## src/rtl/conv_filter_scheduler.sv

```systemverilog
// Sequences the 3x3 convolution engine over every kernel for one image and
// packs each 26x26 result stream into a flat feature-map buffer.
module conv_filter_scheduler #(
  parameter int NUM_FILTERS = 4,
  parameter int OUT_PIXELS  = 676,
  parameter int GAP_CYCLES  = 5,
  parameter int FM_ADDR_W   = 12,
  parameter int TIMEOUT     = 4095,
  localparam int FSEL_W     = (NUM_FILTERS > 1) ? $clog2(NUM_FILTERS) : 1
) (
  input  logic                 i_clk,
  input  logic                 i_rst,
  input  logic                 i_start,
  input  logic                 i_abort,
  output logic                 o_conv_start,
  output logic [FSEL_W-1:0]    o_conv_filter_select,
  input  logic                 i_conv_valid,
  input  logic [7:0]           i_conv_data,
  input  logic                 i_conv_done,
  output logic                 o_fm_we,
  output logic [FM_ADDR_W-1:0] o_fm_addr,
  output logic [7:0]           o_fm_wdata,
  output logic                 o_busy,
  output logic                 o_done,
  output logic                 o_err_count,
  output logic                 o_err_timeout
);

  localparam int PIX_W  = $clog2(OUT_PIXELS + 1);
  localparam int WDOG_W = $clog2(TIMEOUT + 1);
  localparam int GAP_W  = (GAP_CYCLES > 1) ? $clog2(GAP_CYCLES) : 1;

  localparam logic [2:0] S_IDLE   = 3'd0;
  localparam logic [2:0] S_LAUNCH = 3'd1;
  localparam logic [2:0] S_RUN    = 3'd2;
  localparam logic [2:0] S_GAP    = 3'd3;
  localparam logic [2:0] S_FINISH = 3'd4;

  localparam logic [PIX_W-1:0]     PIX_FULL    = PIX_W'(OUT_PIXELS);
  localparam logic [WDOG_W-1:0]    WDOG_LIMIT  = WDOG_W'(TIMEOUT);
  localparam logic [GAP_W-1:0]     GAP_LAST    = GAP_W'(GAP_CYCLES - 1);
  localparam logic [FSEL_W-1:0]    LAST_FILTER = FSEL_W'(NUM_FILTERS - 1);
  localparam logic [FM_ADDR_W-1:0] BASE_STEP   = FM_ADDR_W'(OUT_PIXELS);

  logic [2:0]           r_state;
  logic [FSEL_W-1:0]    r_filter_idx;
  logic [PIX_W-1:0]     r_pix_cnt;
  logic [GAP_W-1:0]     r_gap_cnt;
  logic [WDOG_W-1:0]    r_wdog;
  logic                 r_done_q;
  logic [FM_ADDR_W-1:0] r_base;

  logic                 w_done_rise;
  logic                 w_accept;
  logic [PIX_W-1:0]     w_pix_after;
  logic [WDOG_W-1:0]    w_wdog_inc;
  logic [2:0]           w_state_fsm;
  logic [2:0]           w_state_nxt;
  logic [FSEL_W-1:0]    w_filter_idx_nxt;
  logic [PIX_W-1:0]     w_pix_cnt_nxt;
  logic [GAP_W-1:0]     w_gap_cnt_nxt;
  logic [WDOG_W-1:0]    w_wdog_nxt;
  logic [FM_ADDR_W-1:0] w_base_nxt;
  logic                 w_set_err_count;
  logic                 w_set_err_tmo;
  logic                 w_clr_err;

  // Next-state, counter and error-event decode; abort overrides every transition.
  always_comb begin
    w_done_rise = i_conv_done & ~r_done_q;
    w_accept    = (r_state == S_RUN) && i_conv_valid && (r_pix_cnt < PIX_FULL);
    if (w_accept) begin
      w_pix_after = r_pix_cnt + PIX_W'(1);
    end else begin
      w_pix_after = r_pix_cnt;
    end
    w_wdog_inc = r_wdog + WDOG_W'(1);

    w_state_fsm      = r_state;
    w_filter_idx_nxt = r_filter_idx;
    w_pix_cnt_nxt    = w_pix_after;
    w_gap_cnt_nxt    = r_gap_cnt;
    w_wdog_nxt       = r_wdog;
    w_base_nxt       = r_base;
    w_set_err_count  = 1'b0;
    w_set_err_tmo    = 1'b0;
    w_clr_err        = 1'b0;

    case (r_state)
      S_IDLE: begin
        if (i_start && !i_abort) begin
          w_state_fsm      = S_LAUNCH;
          w_clr_err        = 1'b1;
          w_filter_idx_nxt = '0;
          w_base_nxt       = '0;
        end else begin
          w_state_fsm      = S_IDLE;
        end
      end
      S_LAUNCH: begin
        w_state_fsm   = S_RUN;
        w_pix_cnt_nxt = '0;
        w_wdog_nxt    = '0;
      end
      S_RUN: begin
        // A beat coinciding with the done edge is counted before the length check.
        w_set_err_count = (i_conv_valid && !w_accept) ||
                          (w_done_rise && (w_pix_after != PIX_FULL));
        if (w_done_rise) begin
          w_state_fsm   = S_GAP;
          w_gap_cnt_nxt = '0;
          w_wdog_nxt    = '0;
        end else if (i_conv_valid) begin
          w_wdog_nxt    = '0;
        end else if (w_wdog_inc == WDOG_LIMIT) begin
          w_set_err_tmo = 1'b1;
          w_state_fsm   = S_FINISH;
          w_wdog_nxt    = w_wdog_inc;
        end else begin
          w_wdog_nxt    = w_wdog_inc;
        end
      end
      S_GAP: begin
        w_set_err_count = i_conv_valid;
        if (r_gap_cnt == GAP_LAST) begin
          if (r_filter_idx == LAST_FILTER) begin
            w_state_fsm      = S_FINISH;
          end else begin
            w_state_fsm      = S_LAUNCH;
            w_filter_idx_nxt = r_filter_idx + FSEL_W'(1);
            w_base_nxt       = r_base + BASE_STEP;
          end
        end else begin
          w_gap_cnt_nxt = r_gap_cnt + GAP_W'(1);
        end
      end
      S_FINISH: begin
        w_state_fsm = S_IDLE;
      end
      default: begin
        w_state_fsm = S_IDLE;
      end
    endcase

    if (i_abort && (r_state != S_IDLE)) begin
      w_state_nxt = S_IDLE;
    end else begin
      w_state_nxt = w_state_fsm;
    end
  end

  // State, counters and registered outputs; outputs follow the state being entered.
  always_ff @(posedge i_clk) begin
    if (i_rst) begin
      r_state              <= S_IDLE;
      r_filter_idx         <= '0;
      r_pix_cnt            <= '0;
      r_gap_cnt            <= '0;
      r_wdog               <= '0;
      r_done_q             <= 1'b0;
      r_base               <= '0;
      o_conv_start         <= 1'b0;
      o_conv_filter_select <= '0;
      o_fm_we              <= 1'b0;
      o_fm_addr            <= '0;
      o_fm_wdata           <= 8'd0;
      o_busy               <= 1'b0;
      o_done               <= 1'b0;
      o_err_count          <= 1'b0;
      o_err_timeout        <= 1'b0;
    end else begin
      r_state      <= w_state_nxt;
      r_filter_idx <= w_filter_idx_nxt;
      r_pix_cnt    <= w_pix_cnt_nxt;
      r_gap_cnt    <= w_gap_cnt_nxt;
      r_wdog       <= w_wdog_nxt;
      r_done_q     <= i_conv_done;
      r_base       <= w_base_nxt;

      // A beat captured in an abort cycle still lands in the buffer.
      o_fm_we <= w_accept;
      if (w_accept) begin
        o_fm_addr  <= r_base + FM_ADDR_W'(r_pix_cnt);
        o_fm_wdata <= i_conv_data;
      end

      o_conv_start <= (w_state_nxt == S_LAUNCH);
      if (w_state_nxt == S_LAUNCH) begin
        o_conv_filter_select <= w_filter_idx_nxt;
      end
      o_busy <= (w_state_nxt != S_IDLE);
      o_done <= (w_state_nxt == S_FINISH);

      if (w_clr_err) begin
        o_err_count   <= 1'b0;
        o_err_timeout <= 1'b0;
      end else begin
        if (w_set_err_count) begin
          o_err_count <= 1'b1;
        end
        if (w_set_err_tmo) begin
          o_err_timeout <= 1'b1;
        end
      end
    end
  end

endmodule

```

## config.mk

```make
export PLATFORM = sky130hd
export DESIGN_NAME = conv_filter_scheduler
export DESIGN_NICKNAME = d
export VERILOG_FILES = /design/src/rtl/conv_filter_scheduler.sv
export SDC_FILE = /design/constraint.sdc
export NUM_CORES = 1
export LEC_CHECK = 0
export ABC_AREA = 1
export BUFFER_PORTS_ARGS = -buffer_cell sky130_fd_sc_hd__buf_2
export CORE_ASPECT_RATIO = 1.75
export CORE_MARGIN = 2
export CORE_UTILIZATION = 52
export DETAILED_ROUTE_END_ITERATION = 6
export GPL_TIMING_DRIVEN = 0
export HOLD_SLACK_MARGIN = 0.03
export PLACE_DENSITY = 0.72
export SYNTH_ARGS = -nofsm -noshare
export SYNTH_HDL_FRONTEND = slang
export SYNTH_SLANG_ARGS = --single-unit
```

## constraint.sdc

```tcl
create_clock -name i_clk -period 2.6 [get_ports i_clk]
set_clock_uncertainty 0.05 [all_clocks]
set_input_delay 0 -clock i_clk [delete_from_list [all_inputs] [get_ports i_clk]]
set_output_delay 0 -clock i_clk [all_outputs]
set_load 0.1 [all_outputs]
```

# ---- Word level (Yosys, flattened, before mapping)
# Index checks and enable logic that the tools add are counted.
dict set report totals {
  word_cells 88
  input_bits 14
  reg_bits 71
  output_inout_bits 28
}
dict set report op_classes {
  n_bitwise 2
  muxes 30
  eq_ne 14
  addsub 6
  reduce_logical 19
  magnitude_cmp 1
}
# cell count
set op_table {}
lappend op_table {{$mux 12} 5}
lappend op_table {{$pmux 12 s2} 2}
lappend op_table {{$mux 3} 8}
lappend op_table {{$add 12x1->12 const B} 1}
lappend op_table {{$add 12x10->12} 1}
lappend op_table {{$add 12x10->12 const B} 1}
lappend op_table {{$eq 12x12->1 const B} 1}
lappend op_table {{$pmux 3 s4} 1}
lappend op_table {{$add 10x1->10 const B} 1}
lappend op_table {{$lt 10x10->1 const B} 1}
lappend op_table {{$mux 10} 1}
lappend op_table {{$ne 10x10->1 const B} 1}
lappend op_table {{$ne 2x2->1 const B} 5}
lappend op_table {{$mux 1} 7}
lappend op_table {{$eq 3x1->1 const B} 2}
lappend op_table {{$eq 3x2->1 const B} 2}
lappend op_table {{$eq 3x3->1 const B} 2}
lappend op_table {{$logic_and 1x1->1} 6}
lappend op_table {{$mux 2} 3}
lappend op_table {{$pmux 3 s2} 1}
lappend op_table {{$reduce_bool 2->1} 3}
lappend op_table {{$reduce_bool 3->1} 2}
lappend op_table {{$pmux 2 s2} 1}
lappend op_table {{$reduce_and 4->1} 1}
lappend op_table {{other kinds (11)} 13}

# ---- Longest topological paths before layout
dict set report logic_depth {
  word_depth 8
  mapped_depth 16
  ltp_nobuf 16
}

# ---- Worst setup path before layout
# No wires, ideal clock.
dict set report synth_path {
  kind {flip-flop to flip-flop}
  start {register r_pix_cnt[3]}
  end {register o_fm_addr[8]}
  arrival_ns 1.717
  setup_ns 0.071
  n_path_buf 0
  period_less_slack_ns 1.838
  slack_ns 0.762
  stages_incl_launch_ff 11
  required_ns 2.479
  path_cell_list {dfxtp_1 -> ha_1 -> a21o_1 -> nand2_1 -> nand2_1 -> a21o_1 -> nand2_1 -> a21oi_1 -> nor2_1 -> or2_2 -> a21oi_1}
}
dict set report synth_between {
  elab_chain_cells 2
  word_cells_on_any_way 3
  cone_classes {1 x add/sub; 1 x order compare; 1 x reduce/logical}
}
# item line
set synth_rtl {}
lappend synth_rtl {{from (decl)} 47} ;# logic [PIX_W-1:0] r_pix_cnt;
lappend synth_rtl {{from (signal assigned)} 174} ;# r_pix_cnt <= w_pix_cnt_nxt;
lappend synth_rtl {{$lt 10x10->1} 71} ;# w_accept = (r_state == S_RUN) && i_conv_valid && (r_pix_cnt < PIX_FULL);
lappend synth_rtl {{$logic_and 1x1->1} 71}
lappend synth_rtl {{to (signal assigned)} 183} ;# o_fm_addr <= r_base + FM_ADDR_W'(r_pix_cnt);
lappend synth_rtl {{to (decl)} 21} ;# output logic [FM_ADDR_W-1:0] o_fm_addr,
# Parallel ways exist; a longest one is shown, timed or not.
# A chain may end at the register's enable or synchronous reset.

# ---- Worst setup path in the final report
dict set report layout_path {
  start {register r_state[1]}
  end {register o_fm_wdata[0]}
}
dict set report layout_between {
  elab_chain_cells 3
}
# item line
set layout_rtl {}
lappend layout_rtl {{from (decl)} 45} ;# logic [2:0] r_state;
lappend layout_rtl {{from (signal assigned)} 172} ;# r_state <= w_state_nxt;
lappend layout_rtl {{$eq 3x2->1} 71}
lappend layout_rtl {{$logic_and 1x1->1 (2 in a row)} 71}
lappend layout_rtl {{to (signal assigned)} 184} ;# o_fm_wdata <= i_conv_data;
lappend layout_rtl {{to (decl)} 22} ;# output logic [7:0] o_fm_wdata,
# Every way passes these cells.

==> metrics.md <==
| Metric | Value |
|---|---|
| R2R Path End | `o_fm_wdata[0]$_SDFFE_PP0N_` |
| Remaining antenna violation count | `0` |
| Compound-Gate Fraction of Synth Area | `13.6%` |
| Simple-gate share of the synthesized area | `between 30% and 40%` |
| Worst R2R Setup Slack | `0.33 ns` |
| Power Density | `659 nW/um2` |
| Final Wtd Congestion | `0.870` |
| Leading cell type in the layout, fill and taps excluded | `nand2_1` |
| Total wire length | `8640 um` |
| Synth Area in Adders | `slightly above 5%` |
| CTS Buf Count | `9` |
| DRC violations left | `0` |
| Gr ovfl total | `0` |
| Worst EP arrival | `2.50 ns` |
| GRT Total Usage | `24.5%` |
| Vias | `between 3000 and 4000` |
| Final slew viol count | `0` |
| CORE AREA | `between 6000 and 7000 um2` |
| Post-Syn Instances | `between 500 and 600` |
| Top area cells in the synthesized netlist | `dfxtp_1 (38%), nand2_1 (14%), a21oi_1 (7.3%)` |
| Vias in the first global route | `3201` |
| Crit path required time | `2.83 ns` |
| Inserted Diodes | `0` |
| Worst VDD drop | `0.000437 V` |
| Post-CTS Setup Inserts | `0` |
| Port Buf Inserts | `40` |
| Starting Density | `between 50% and 60%` |
| Post-synth top area share | `38.0%` |
| Internal Power | `around 2 mW` |
| Outcome | `complete, no violations` |
| DRT Pass-1 Iters | `4` |
| Largest family of logic cells by synthesized area | `simple AND/OR/NAND/NOR gates` |
| Sum Neg Setup Slack | `0 ns` |
| Drt via density | `5.08` |
| # rows | `40` |
| Crit path launch type | `flip-flop` |
| Ys flop type | `dfxtp_1` |
| DR iter-0 viols | `roughly 140` |
| Setup CP Type | `reg -> reg` |
| H-Tree Level Count | `3` |
| Final setup vio count | `0` |
| CP endpoint kind | `flip-flop` |
| Post-synth EDFFs | `0` |
| CP Cell Sequence | `inv_1 > nor2_4 > nand2_4 > nor2_8 > nand3_4 > inv_2 > buf_2 > nand2_1 > a21oi_1 > dlygate4sd3_1` |
| Die width | `67.2 um` |
| Avg Cell Area, Syn | `7.11 um2` |
| Hpwl dp | `6530 um` |
| FILL cells | `around 650` |
| Mapped cell area | `3640 um2` |
| Reg power frac | `39.3%` |
| Clock slew at reported path FFs | `0.05 ns` |
| Static Leak | `2.02 nW` |
| Placed insts | `636` |
| Comb power frac | `between 15 and 20%` |
| Final instance area | `4380 um2` |
| Clock latency on the worst-skew pair | `0.33 ns` |
| Final Non-Filler Cells | `approximately 660` |
| Hold Crit Class | `in -> reg` |
| Synth area leader | `dfxtp_1` |
| Sequential share of the synthesized area | `38.0%` |
| Max incr delay on CP | `0.55 ns` |
| Xor/xnor share of the synthesized area | `4.57%` |
| First-pass GRT wire length | `14100 um` |
| Final Power | `just under 3 mW` |
| Final period util | `87.3%` |
| RSZ-0062 raised after global routing | `no` |
| Fmax | `440 MHz` |
| Max-cap violations | `0` |
| Fraction of layout cells with a size suffix above 1 | `16.0%` |
| Leading cell types in the layout, fill and taps excluded | `nand2_1 (132), dfxtp_1 (69), inv_1 (62)` |
| Final #Nets | `a little over 600` |
| Pin count of the biggest net entering global routing | `12` |
| Worst slew pin tran | `~0.52 ns` |
| Slew margin rel. | `65.1%` |
| NetSw | `850 uW` |
| FF+latch count, synth | `69` |
| Clk network pwr share | `~43%` |
| IO Count | `42` |
| Launch point of the worst reg-to-reg path | `r_state[1]$_SDFF_PP0_` |
| Die Ht | `between 100 and 150 um` |
| Post-CTS Resized | `0` |
| R2R depth | `10` |
| DIE AREA | `7710 um2` |
| Hold path start | `i_start` |
| Crit-path slowest cell | `dlygate4sd3_1` |
| Post-synthesis mux area share | `0%` |
| CTS tree | `built` |
| Max Fanout on Critical Path | `10` |
| Fin crit period | `about 2.3 ns` |
| Sink Count | `69` |
| Post-synthesis net count | `541` |
| Net Sw Frac | `29.5%` |
| Clk buf depth | `2` |
| Initial antenna violation count | `0` |
| Root Driver | `clkbuf_16` |
| Final hold viol count | `0` |
| Synth-to-Final Area Change | `20.3%` |
| Placed inst area | `3940 um2` |
| Hold path depth | `7` |
| Hold worst-path end | `r_filter_idx[1]$_SDFF_PP0_` |
| Wire length per cell | `13.0 um` |
| Post-synth cell types | `between 40 and 50` |
| Ys Warns | `0` |
| FFs w/ async S/R, synth | `0%` |
| Hold_buf cts | `12` |
-- cell type report --
cell class	instances	area (um2)	share of cell area (%)
timing repair buffer	52	320	7.32
tap	84	105	2.40
sequential	69	1380	31.6
clock buffer	12	267	6.09
buffer	10	60.1	1.37
inverter	65	246	5.63
clock inverter	4	45.0	1.03
multi-input combinational	368	1950	44.6
-- cell usage after synthesis (all sizes together) (2+ instances only) --
cell type	instances
nand2	138
dfxtp	69
inv	65
nor2	60
a21oi	53
nand3	28
o21ai	24
ha	15
xor2	14
buf	6
or2	6
nor3	5
xnor2	5
clkbuf	4
nand4	4
a31oi	3
a21o	2
o211ai	2
-- power by group through the flow --
stage	sequential, mW	clock (mW)	combinational [mW]
3_5_place_dp	1.16	0	0.485
4_1_cts	1.13	1.28	0.500
6_report	1.13	1.25	0.498
2_1_floorplan	1.34	0	0.206
3_3_place_gp	1.15	0	0.481
5_1_grt	1.14	1.33	0.538
-- logic make-up (layout without fill, tap and decap cells) --
family,Yosys count,count (layout)
AND/OR/NAND/NOR,244,244
AO/OA/AOI/OAI,90,90
buffers and inverters,75,143
flip-flops,69,69
XOR/XNOR,19,19
adder cells (fa/ha/maj),15,15
-- through the flow --
step / hold slack (ns) / worst slack [ns] / utilization, %
floorplan: 0.0749 / 0.762 / -
finish: 0.175 / 0.329 / 64.3
detailed placement: 0.179 / 0.556 / 57.9
CTS: 0.172 / 0.360 / 64.3
global placement: 0.162 / 0.576 / 57.9
global route: 0.238 / 0.170 / 64.3
-- critical path, delay by kind of cell, from the launching register on --
family                 cells  cell delay (ns)
AOI/OAI and AO/OA          1             0.13
buffers and inverters      4             1.05
DFF                        1             0.34
and+or+nand+nor            5             0.63
-- metal layers --
metal / GRT usage (%) / up-vias / wire, um
met5: 0 / - / 0
li1: - / 1768 / -
met3: 6.39 / 25 / 289
met2: 42.9 / 59 / 4480
met4: 12.5 / 0 / 359
met1: 26.0 / 1520 / 3510
-- state kept, by name (all words and copies together), names as in the netlist --
name / count
o_busy: 1
r_base: 10
o_err_timeout: 1
o_conv_start: 1
r_gap_cnt: 3
o_fm_wdata: 8
o_done: 1
r_wdog: 12
r_done_q: 1
o_err_count: 1
r_state: 3
r_pix_cnt: 10
r_filter_idx: 2
o_conv_filter_select: 2
o_fm_we: 1
o_fm_addr: 12
-- how the worst max path moves through the flow --
stage	from	endpoint	slack, ns	cells past startpoint
after global routing	r_state[1]$_SDFF_PP0_	o_fm_wdata[0]$_SDFFE_PP0N_	0.17	10
after global placement	r_pix_cnt[3]$_SDFF_PP0_	o_fm_addr[8]$_SDFFE_PP0N_	0.58	10
after CTS	r_state[1]$_SDFF_PP0_	o_fm_wdata[0]$_SDFFE_PP0N_	0.36	10
final	r_state[1]$_SDFF_PP0_	o_fm_wdata[0]$_SDFFE_PP0N_	0.33	10
after floorplan	r_pix_cnt[3]$_SDFF_PP0_	o_fm_addr[8]$_SDFFE_PP0N_	0.76	10
after detailed placement	r_pix_cnt[3]$_SDFF_PP0_	o_fm_addr[8]$_SDFFE_PP0N_	0.56	10
No activity file was read; power rests on OpenSTA's default activity.
